===== src/rtl/key_dispatcher_if.sv =====
// Purpose: key-event input stream plus Morse and control packet output streams.
// Latency: none, wiring only.
// Backpressure: each output valid waits on its own ready; the key input has no ready.
interface key_dispatcher_if;
  logic [10:0] key_packet;
  logic        key_valid;
  logic [10:0] morse_pkt;
  logic        morse_valid;
  logic        morse_ready;
  logic [10:0] ctrl_pkt;
  logic        ctrl_valid;
  logic        ctrl_ready;

  // Dispatcher side: consumes key events, sources both packet streams.
  modport master (
    input  key_packet, key_valid, morse_ready, ctrl_ready,
    output morse_pkt, morse_valid, ctrl_pkt, ctrl_valid
  );

  // Environment side: key source plus the Morse and control engines.
  modport slave (
    output key_packet, key_valid, morse_ready, ctrl_ready,
    input  morse_pkt, morse_valid, ctrl_pkt, ctrl_valid
  );
endinterface


===== src/rtl/key_dispatcher.sv =====
// Purpose: classify key events, queue them with a fixed destination, present them in order.
// Latency: an event written at edge N is presented (valid high) after edge N+1.
// Backpressure: head-of-line blocking on the selected ready; freeze tracks occupancy, full drops set overflow.
module key_dispatcher #(
  parameter int DEPTH      = 8,
  parameter int FREEZE_LVL = 6
) (
  input  logic                   clk,
  input  logic                   rst_n,
  key_dispatcher_if.master       kd,
  input  logic [1:0]             mode,
  input  logic                   clear_ovf,
  output logic                   freeze,
  output logic                   overflow,
  output logic                   drop,
  output logic [$clog2(DEPTH):0] fifo_count
);
  localparam int AW = $clog2(DEPTH);
  localparam int CW = AW + 1;

  typedef struct packed {
    logic        to_morse;
    logic [10:0] pkt;
  } entry_t;

  typedef enum logic [1:0] {IDLE, PRESENT, FLUSH} state_t;

  state_t        state;
  entry_t        mem [DEPTH];
  logic [AW-1:0] rd_ptr;
  logic [AW-1:0] wr_ptr;
  logic [1:0]    mode_q;

  logic [2:0] key_type;
  logic       is_morse;
  logic       is_ctrl;
  logic       unroutable;
  logic       mode_chg;
  logic       full;
  logic       pop;
  logic       push_req;
  logic       push;
  logic       ovf_evt;
  entry_t     push_ent;
  entry_t     head_ent;
  entry_t     next_ent;

  // Classify the incoming event and derive this cycle's push/pop/overflow decisions.
  always_comb begin
    key_type   = kd.key_packet[10:8];
    is_morse   = (key_type == 3'd0) || (key_type == 3'd1);
    is_ctrl    = (key_type == 3'd4);
    unroutable = kd.key_valid && !is_morse && !is_ctrl;
    mode_chg   = (mode != mode_q);
    full       = (fifo_count == CW'(DEPTH));
    // Only the selected port has its valid high, so the other ready drops out here.
    pop        = (state == PRESENT) &&
                 ((kd.morse_valid && kd.morse_ready) || (kd.ctrl_valid && kd.ctrl_ready));
    // A mode change flushes the queue, so anything arriving alongside it is discarded.
    push_req   = kd.key_valid && (is_morse || is_ctrl) && (state != FLUSH) && !mode_chg;
    push       = push_req && (!full || pop);
    ovf_evt    = push_req && full && !pop;
    push_ent.to_morse = is_morse && (mode == 2'd1);
    push_ent.pkt      = kd.key_packet;
    head_ent   = mem[rd_ptr];
    next_ent   = mem[rd_ptr + AW'(1)];
  end

  // Queue storage; the destination flag travels with the packet.
  always_ff @(posedge clk) begin
    if (rst_n && push) begin
      mem[wr_ptr] <= push_ent;
    end
  end

  // Dispatch FSM with pointers, occupancy and all registered outputs.
  always_ff @(posedge clk) begin
    if (!rst_n) begin
      state          <= IDLE;
      rd_ptr         <= '0;
      wr_ptr         <= '0;
      fifo_count     <= '0;
      mode_q         <= mode;
      kd.morse_pkt   <= '0;
      kd.morse_valid <= 1'b0;
      kd.ctrl_pkt    <= '0;
      kd.ctrl_valid  <= 1'b0;
      freeze         <= 1'b0;
      overflow       <= 1'b0;
      drop           <= 1'b0;
    end else begin
      mode_q   <= mode;
      drop     <= unroutable && (state != FLUSH);
      freeze   <= (fifo_count >= CW'(FREEZE_LVL));
      overflow <= ovf_evt || (overflow && !clear_ovf);

      if (mode_chg) begin
        state          <= FLUSH;
        rd_ptr         <= '0;
        wr_ptr         <= '0;
        fifo_count     <= '0;
        kd.morse_pkt   <= '0;
        kd.morse_valid <= 1'b0;
        kd.ctrl_pkt    <= '0;
        kd.ctrl_valid  <= 1'b0;
      end else begin
        if (push) begin
          wr_ptr <= wr_ptr + AW'(1);
        end
        if (pop) begin
          rd_ptr <= rd_ptr + AW'(1);
        end
        fifo_count <= fifo_count + CW'(push) - CW'(pop);

        case (state)
          IDLE: begin
            // Entries written in an earlier cycle reach the output register here.
            if (fifo_count != '0) begin
              kd.morse_pkt   <= head_ent.to_morse ? head_ent.pkt : 11'd0;
              kd.morse_valid <= head_ent.to_morse;
              kd.ctrl_pkt    <= head_ent.to_morse ? 11'd0 : head_ent.pkt;
              kd.ctrl_valid  <= !head_ent.to_morse;
              state          <= PRESENT;
            end
          end
          PRESENT: begin
            // Hold until accepted; on accept, move straight to the next stored entry.
            if (pop) begin
              if (fifo_count > CW'(1)) begin
                kd.morse_pkt   <= next_ent.to_morse ? next_ent.pkt : 11'd0;
                kd.morse_valid <= next_ent.to_morse;
                kd.ctrl_pkt    <= next_ent.to_morse ? 11'd0 : next_ent.pkt;
                kd.ctrl_valid  <= !next_ent.to_morse;
              end else begin
                kd.morse_pkt   <= '0;
                kd.morse_valid <= 1'b0;
                kd.ctrl_pkt    <= '0;
                kd.ctrl_valid  <= 1'b0;
                state          <= IDLE;
              end
            end
          end
          default: begin
            state <= IDLE;
          end
        endcase
      end
    end
  end
endmodule


===== src/flat_wrapper.sv =====
// flat-port wrapper written by rule: the top's interface ports become plain ports
module key_dispatcher_flat 
#(
  parameter int DEPTH      = 8,
  parameter int FREEZE_LVL = 6
)
  (clk, rst_n, mode, clear_ovf, freeze, overflow, drop, fifo_count, kd_key_packet, kd_key_valid, kd_morse_ready, kd_ctrl_ready, kd_morse_pkt, kd_morse_valid, kd_ctrl_pkt, kd_ctrl_valid);
  key_dispatcher_if kd_i ();
  input  logic clk;
  input  logic rst_n;
  input  logic [1:0] mode;
  input  logic clear_ovf;
  output logic freeze;
  output logic overflow;
  output logic drop;
  output logic [$clog2(DEPTH):0] fifo_count;
  input wire logic [$bits(kd_i.key_packet)-1:0] kd_key_packet;
  input wire logic [$bits(kd_i.key_valid)-1:0] kd_key_valid;
  input wire logic [$bits(kd_i.morse_ready)-1:0] kd_morse_ready;
  input wire logic [$bits(kd_i.ctrl_ready)-1:0] kd_ctrl_ready;
  output wire logic [$bits(kd_i.morse_pkt)-1:0] kd_morse_pkt;
  output wire logic [$bits(kd_i.morse_valid)-1:0] kd_morse_valid;
  output wire logic [$bits(kd_i.ctrl_pkt)-1:0] kd_ctrl_pkt;
  output wire logic [$bits(kd_i.ctrl_valid)-1:0] kd_ctrl_valid;
  assign kd_i.key_packet = kd_key_packet;
  assign kd_i.key_valid = kd_key_valid;
  assign kd_i.morse_ready = kd_morse_ready;
  assign kd_i.ctrl_ready = kd_ctrl_ready;
  assign kd_morse_pkt = kd_i.morse_pkt;
  assign kd_morse_valid = kd_i.morse_valid;
  assign kd_ctrl_pkt = kd_i.ctrl_pkt;
  assign kd_ctrl_valid = kd_i.ctrl_valid;
  key_dispatcher #(.DEPTH(DEPTH), .FREEZE_LVL(FREEZE_LVL)) u_core (.clk(clk), .rst_n(rst_n), .kd(kd_i), .mode(mode), .clear_ovf(clear_ovf), .freeze(freeze), .overflow(overflow), .drop(drop), .fifo_count(fifo_count));
endmodule

===== config.mk =====
export PLATFORM = sky130hd
export DESIGN_NAME = key_dispatcher_flat
export DESIGN_NICKNAME = d
export VERILOG_FILES = /design/src/rtl/key_dispatcher_if.sv /design/src/rtl/key_dispatcher.sv /design/src/flat_wrapper.sv
export SDC_FILE = /design/constraint.sdc
export NUM_CORES = 1
export LEC_CHECK = 0
export ABC_AREA = 0
export BUFFER_PORTS_ARGS = -buffer_cell sky130_fd_sc_hd__clkbuf_2
export CAP_MARGIN = 20
export CORE_MARGIN = 2
export CORE_UTILIZATION = 45
export DETAILED_ROUTE_END_ITERATION = 10
export GPL_TIMING_DRIVEN = 0
export HOLD_SLACK_MARGIN = 0.05
export PLACE_DENSITY = 0.74
export SLEW_MARGIN = 15
export SYNTH_ARGS = -nofsm -noshare
export SYNTH_HDL_FRONTEND = slang
export SYNTH_SLANG_ARGS = --single-unit
export TNS_END_PERCENT = 20

===== constraint.sdc =====
create_clock -name clk -period 7.5 [get_ports clk]
set_clock_uncertainty 0.1 [all_clocks]
set_input_delay 1.875 -clock clk [delete_from_list [all_inputs] [get_ports clk]]
set_output_delay 1.875 -clock clk [all_outputs]
set_load 0.05 [all_outputs]

Word level (Yosys, flattened, before mapping)
Memories as Yosys holds them, arrays and structs flattened. A register that Yosys moved wholly into a read port is not among the register bits. Index checks and enable logic that the tools add are counted.

Register bits after elaboration: 41. Latch bits: 0. RAM bits: 96. Bits in read-only memories: 0. Input bits: 19. Memories kept: 1.

$add $sub $neg: 4. Multipliers: 0. Divide/modulo/power cells: 0. Order comparisons: 2. Equality and inequality tests: 13. Shift-type cells: 0. Mux-type cells: 29. Bitwise logic cells: 1. Reduce and logical (&&, ||, !) cells: 36.

Memories: u_core.mem (words 8, bits a word 12, rd ports 2, clocked after memory_dff 1, write ports 1, line key_dispatcher.sv:29) `entry_t mem [DEPTH];`.

Operators with widths (number): $mux W11 (10); $pmux W11 S2 (2); $logic_and A1 B1 Y1 (15); $reduce_and A3 Y1 (3); $logic_not A1 Y1 (8); $mux W1 (8); $mux W2 (4); $add A3 B1 Y3 const B (2); $mux W3 (2); $ne A3 B1 Y1 const B (2); $logic_or A1 B1 Y1 (5); $add A4 B1 Y4 (1); $eq A2 B1 Y1 const B (2); $eq A4 B4 Y1 const B (1); $ge A4 B3 Y1 const B (1); $gt A4 B1 Y1 const B (1); $ne A2 B1 Y1 const B (2); $ne A2 B2 Y1 const B (2); $pmux W1 S2 (2); $pmux W2 S2 (1); $reduce_bool A4 Y1 (1); $sub A4 B1 Y4 (1); $eq A3 B1 Y1 const B (1); $eq A3 B3 Y1 const B (1); other kinds (7) (7).

Depth between registers and ports, before layout
Depth after elaboration: 10. Mapped depth: 10.

Worst setup path after synthesis
No wires, ideal clock.

Path kind: input to register. Start: in kd_morse_ready. End: mem u_core.mem[0][0] (netlist name) (enable). Arrival time: 3823 ps. Setup slack: 3165 ps. Stages: 4. Path through: a22oi_1 o2111ai_1 nand4b_1 nor4_1.

Longest elaborated chain between the ends: 8.

Ends and longest elaborated chain: from (decl) (line flat_wrapper.sv:19) `input wire logic [$bits(kd_i.morse_ready)-1:0] kd_morse_ready;`; $logic_and A1 B1 Y1 (line key_dispatcher.sv:58) `((kd.morse_valid && kd.morse_ready) || (kd.ctrl_valid && kd.ctrl_ready));`; $logic_or A1 B1 Y1 (line key_dispatcher.sv:58); $logic_and A1 B1 Y1 (line key_dispatcher.sv:57) `pop = (state == PRESENT) &&`; $logic_or A1 B1 Y1 (line key_dispatcher.sv:61) `push = push_req && (!full || pop);`; $logic_and A1 B1 Y1 (line key_dispatcher.sv:61); $logic_and A1 B1 Y1 (line key_dispatcher.sv:71) `if (rst_n && push) begin`; $mux W1 (line key_dispatcher.sv:71); $mux W1 (not written as such) (line key_dispatcher.sv:72) `mem[wr_ptr] <= push_ent;`; to (decl) (line key_dispatcher.sv:29).

No other way between the ends.

Worst setup path in the final report
Start: in kd_morse_ready. End: mem u_core.mem[6][2] (netlist name) (enable).

The elaborated chain is that of the path after synthesis.

==> impl_metrics.csv <==
group,metric,value,unit
clock_tree,hold_buffers,0,
routing,remaining_drc_errors,0,
critical_path,worst_ep_arrival_time,4130,ps
critical_path,crit_path_max_fanout,8,
global_routing,grtUsageMet2,36.2,%
flow_run,drv.max_cap_violation_count,0,
yosys,synth_area_per_cell,13.4,um^2
layout,finish.utilization,54.9,%
sta,setup_violations,0,
routing,drt_wl_total,16400,um
clock_tree,cts-htree-levels,4,
layout,regArea,3760,um^2
yosys,synthArstFlopShare,0,%
global_routing,global_routing_usage_summed_across_all_routing_layers,22.4,%
critical_path,critical_path.startpoint_type,"input port",
placement,final_wtd_congestion,0.895,
routing,number_of_detailed_route_iterations_in_the_first_pass,5,
min_path,worst_hold_path_class,"reg2reg",
global_routing,overflow,0,
sta,max-slew-margin-rel,40.3,%
global_routing,globalRouteMet3Util,6.00,%
clock_tree,max_buffers_root_to_sink,2,
clock_tree,clock_insertion_delay_worst_skew,420,ps
yosys,synth.ff_latch_count,140,
yosys,postSynthNetCount,506,
global_routing,first_global_vias,4490,
routing,route.vias.total,4600,
layout,fillers,1089,
pwr,power_density,231,nW/um^2
global_routing,grt-busiest-layer,"met2",
die,die_y,123,um
global_routing,grt_use_met1,28.4,%
layout,final_common_cell,"edfxtp_1",
global_routing,antenna_found_initial,0,
die,floorplan.io_pins,50,
yosys,synth_ff_type,"edfxtp_1",
yosys,synth-warning-count,0,
yosys,ys_types,43,
clock_tree,clock_tree_from_tritoncts,"built",
pwr,power.static_leakage,2.59,nW
clock_tree,cts-root-buf,"clkbuf_16",
layout,most-common-layout-cells,"96 x edfxtp_1, 49 x clkbuf_2, 44 x dfxtp_1",
yosys,cell_count_after_synthesis,476,
global_routing,grt_first_pass_wirelength,24600,um
critical_path,timing.critical_path.to_type,"flip-flop",
layout,total_inserted_antenna_cells,0,
layout,multiInputGateArea,2480,um^2
yosys,synth.yosys.seq_area_share,58.9,%
die,fp-row-count,43,
pwr,vdd_ir_drop_max,0.000162,V
routing,drt-initial-drc-count,588,
yosys,synth_top_area_share,45.1,%
die,die_area,15200,um^2
clock_tree,setup_repair_bufs_after_cts,0,
yosys,yosys.area.top_type,"edfxtp_1",
sta,timing.fmax,0.244,GHz
sta,fin_crit,4100,ps
die,start_util,46.1,%
yosys,synth-edff-count,96,
layout,nNetsFinal,584,
clock_tree,cts.repair.resized,0,
critical_path,critical_path_class,"in2reg",
yosys,syn_area,6390,um^2
clock_tree,clkSlewWorstSetupHoldPaths,60,ps
sta,worst_slew_pin_slew,896,ps
layout,area_growth_syn_to_layout,19.2,%
critical_path,worst_ep_required_time,7530,ps
placement,place.port_buffers,48,
die,floorplan.core_area,13900,um^2
clock_tree,clock_net_sink_count,140,
layout,layout-drive-gt1-share,23.8,%
sta,rsz0062_at_grt,"false",
placement,post-dp-hpwl,11400,um
global_routing,largest_net_degree_at_the_start_of_global_routing,17,
die,chipWidth,123,um
outcome,run_status,"complete, no violations",
yosys,yosys-top-cells-area,"edfxtp_1 45%, dfxtp_1 14%, mux4_2 8.5%",
routing,antenna_left,0,
sta,fin_setup_tns,0,ps
routing,drt-wirelength-per-cell,22.0,um
sta,timing_hold_violations_final,0,
clock_tree,numCtsBuffers,17,
sta,post-route-period-util,54.6,%
sta,timing.final.max_slew_violations,0,
routing,vias_per_cell,6.16,
registers in the layout (all words and copies together) (netlist names), 2 cells and up, named ones only:
signal               flops
u_core.rd_ptr            3
u_core.kd.morse_pkt     11
u_core.wr_ptr            3
u_core.mode_q            2
u_core.fifo_count        4
u_core.state             2
u_core.mem              96
u_core.kd.ctrl_pkt      11
cells by family (layout without fill, tap and decap cells):
family / count (synthesis) / count (layout) / synth area share (%)
and+or+nand+nor: 147 / 147 / 11.9
DFF: 140 / 140 / 58.9
AOI/OAI and AO/OA: 62 / 62 / 8.35
muxes: 62 / 62 / 14.4
buffers and inverters: 45 / 136 / 2.99
adders and majority gates: 11 / 11 / 2.27
xor gates and xnor gates: 9 / 9 / 1.23
metal layers:
layer,wire [um],part of all wire [%]
met1,6260,38
met2,8010,49
met4,338,2.1
met3,1830,11
met5,0,0
where the power goes:
part / total [mW] / switching [mW] / leakage, nW / internal, mW
Sequential: 0.827 / 0.00134 / 1.23 / 0.825
Clock: 0.909 / 0.345 / 0.306 / 0.564
Combinational: 0.0279 / 0.0199 / 1.06 / 0.00804
through the flow:
stage / setup WS [ps] / cell area, um^2 / hold slack [ps] / power, mW / cells
final: 3400 / 7620 / 395 / 1.76 / 747
after global routing: 3180 / 7620 / 401 / 1.80 / 747
after CTS: 3340 / 7620 / 394 / 1.77 / 746
after detailed placement: 2910 / 6980 / 379 / 0.871 / 714
after global placement: 1490 / 6860 / 369 / 0.869 / 704
after floorplan: 3160 / 6390 / 375 / 0.855 / 476
worst paths after layout:
check | startpoint | endpoint | slack, ps | cells past startpoint
worst max register to register | u_core.rd_ptr[1]$_SDFFE_PP0P_ | u_core.kd.morse_pkt[1]$_SDFFE_PP0P_ | 4280 | 7
worst min-delay path | u_core.kd.morse_pkt[5]$_SDFFE_PP0P_ | u_core.kd.morse_pkt[5]$_SDFFE_PP0P_ | 400 | 1
worst max-delay path | kd_morse_ready | u_core.mem[6][2]$_DFFE_PP_ | 3400 | 8
worst min register to register | u_core.kd.morse_pkt[5]$_SDFFE_PP0P_ | u_core.kd.morse_pkt[5]$_SDFFE_PP0P_ | 400 | 1
worst max-delay path: stages:
cell and delay [ps]:
clkbuf_2 80, a22oi_1 130, o2111ai_1 330, nand4b_1 380
inv_2 220, nand2_1 170, nor3_2 690, buf_6 240
Yosys cell counts, types with 2 or more instances:
library cell  count
nand2b_1          3
and2_1            5
buf_1             2
a21oi_1           7
a2111oi_0        22
inv_1            10
buf_2             6
nand4_1           2
mux2i_1          37
clkbuf_1         24
nand3_1          28
o21ai_0           3
o2111ai_1         2
ha_1             10
buf_6             2
edfxtp_1         96
nand2_1          22
dfxtp_1          44
a221o_1          22
nor2b_1          25
nor4b_1           2
xor2_1            2
nor4_1           15
nor3_1            5
nor2_1           33
mux4_2           24
xnor2_1           7
final cells by class:
class | instances | share of cell area, %
flip-flops and latches | 140 | 49.4
clock inverters | 15 | 2.76
clock buffers | 17 | 5.58
well taps | 180 | 2.95
multi-input cells | 291 | 32.5
plain buffers | 34 | 1.97
repair buffers | 59 | 4.30
inverters | 11 | 0.542
No activity file was read; power rests on OpenSTA's default activity.
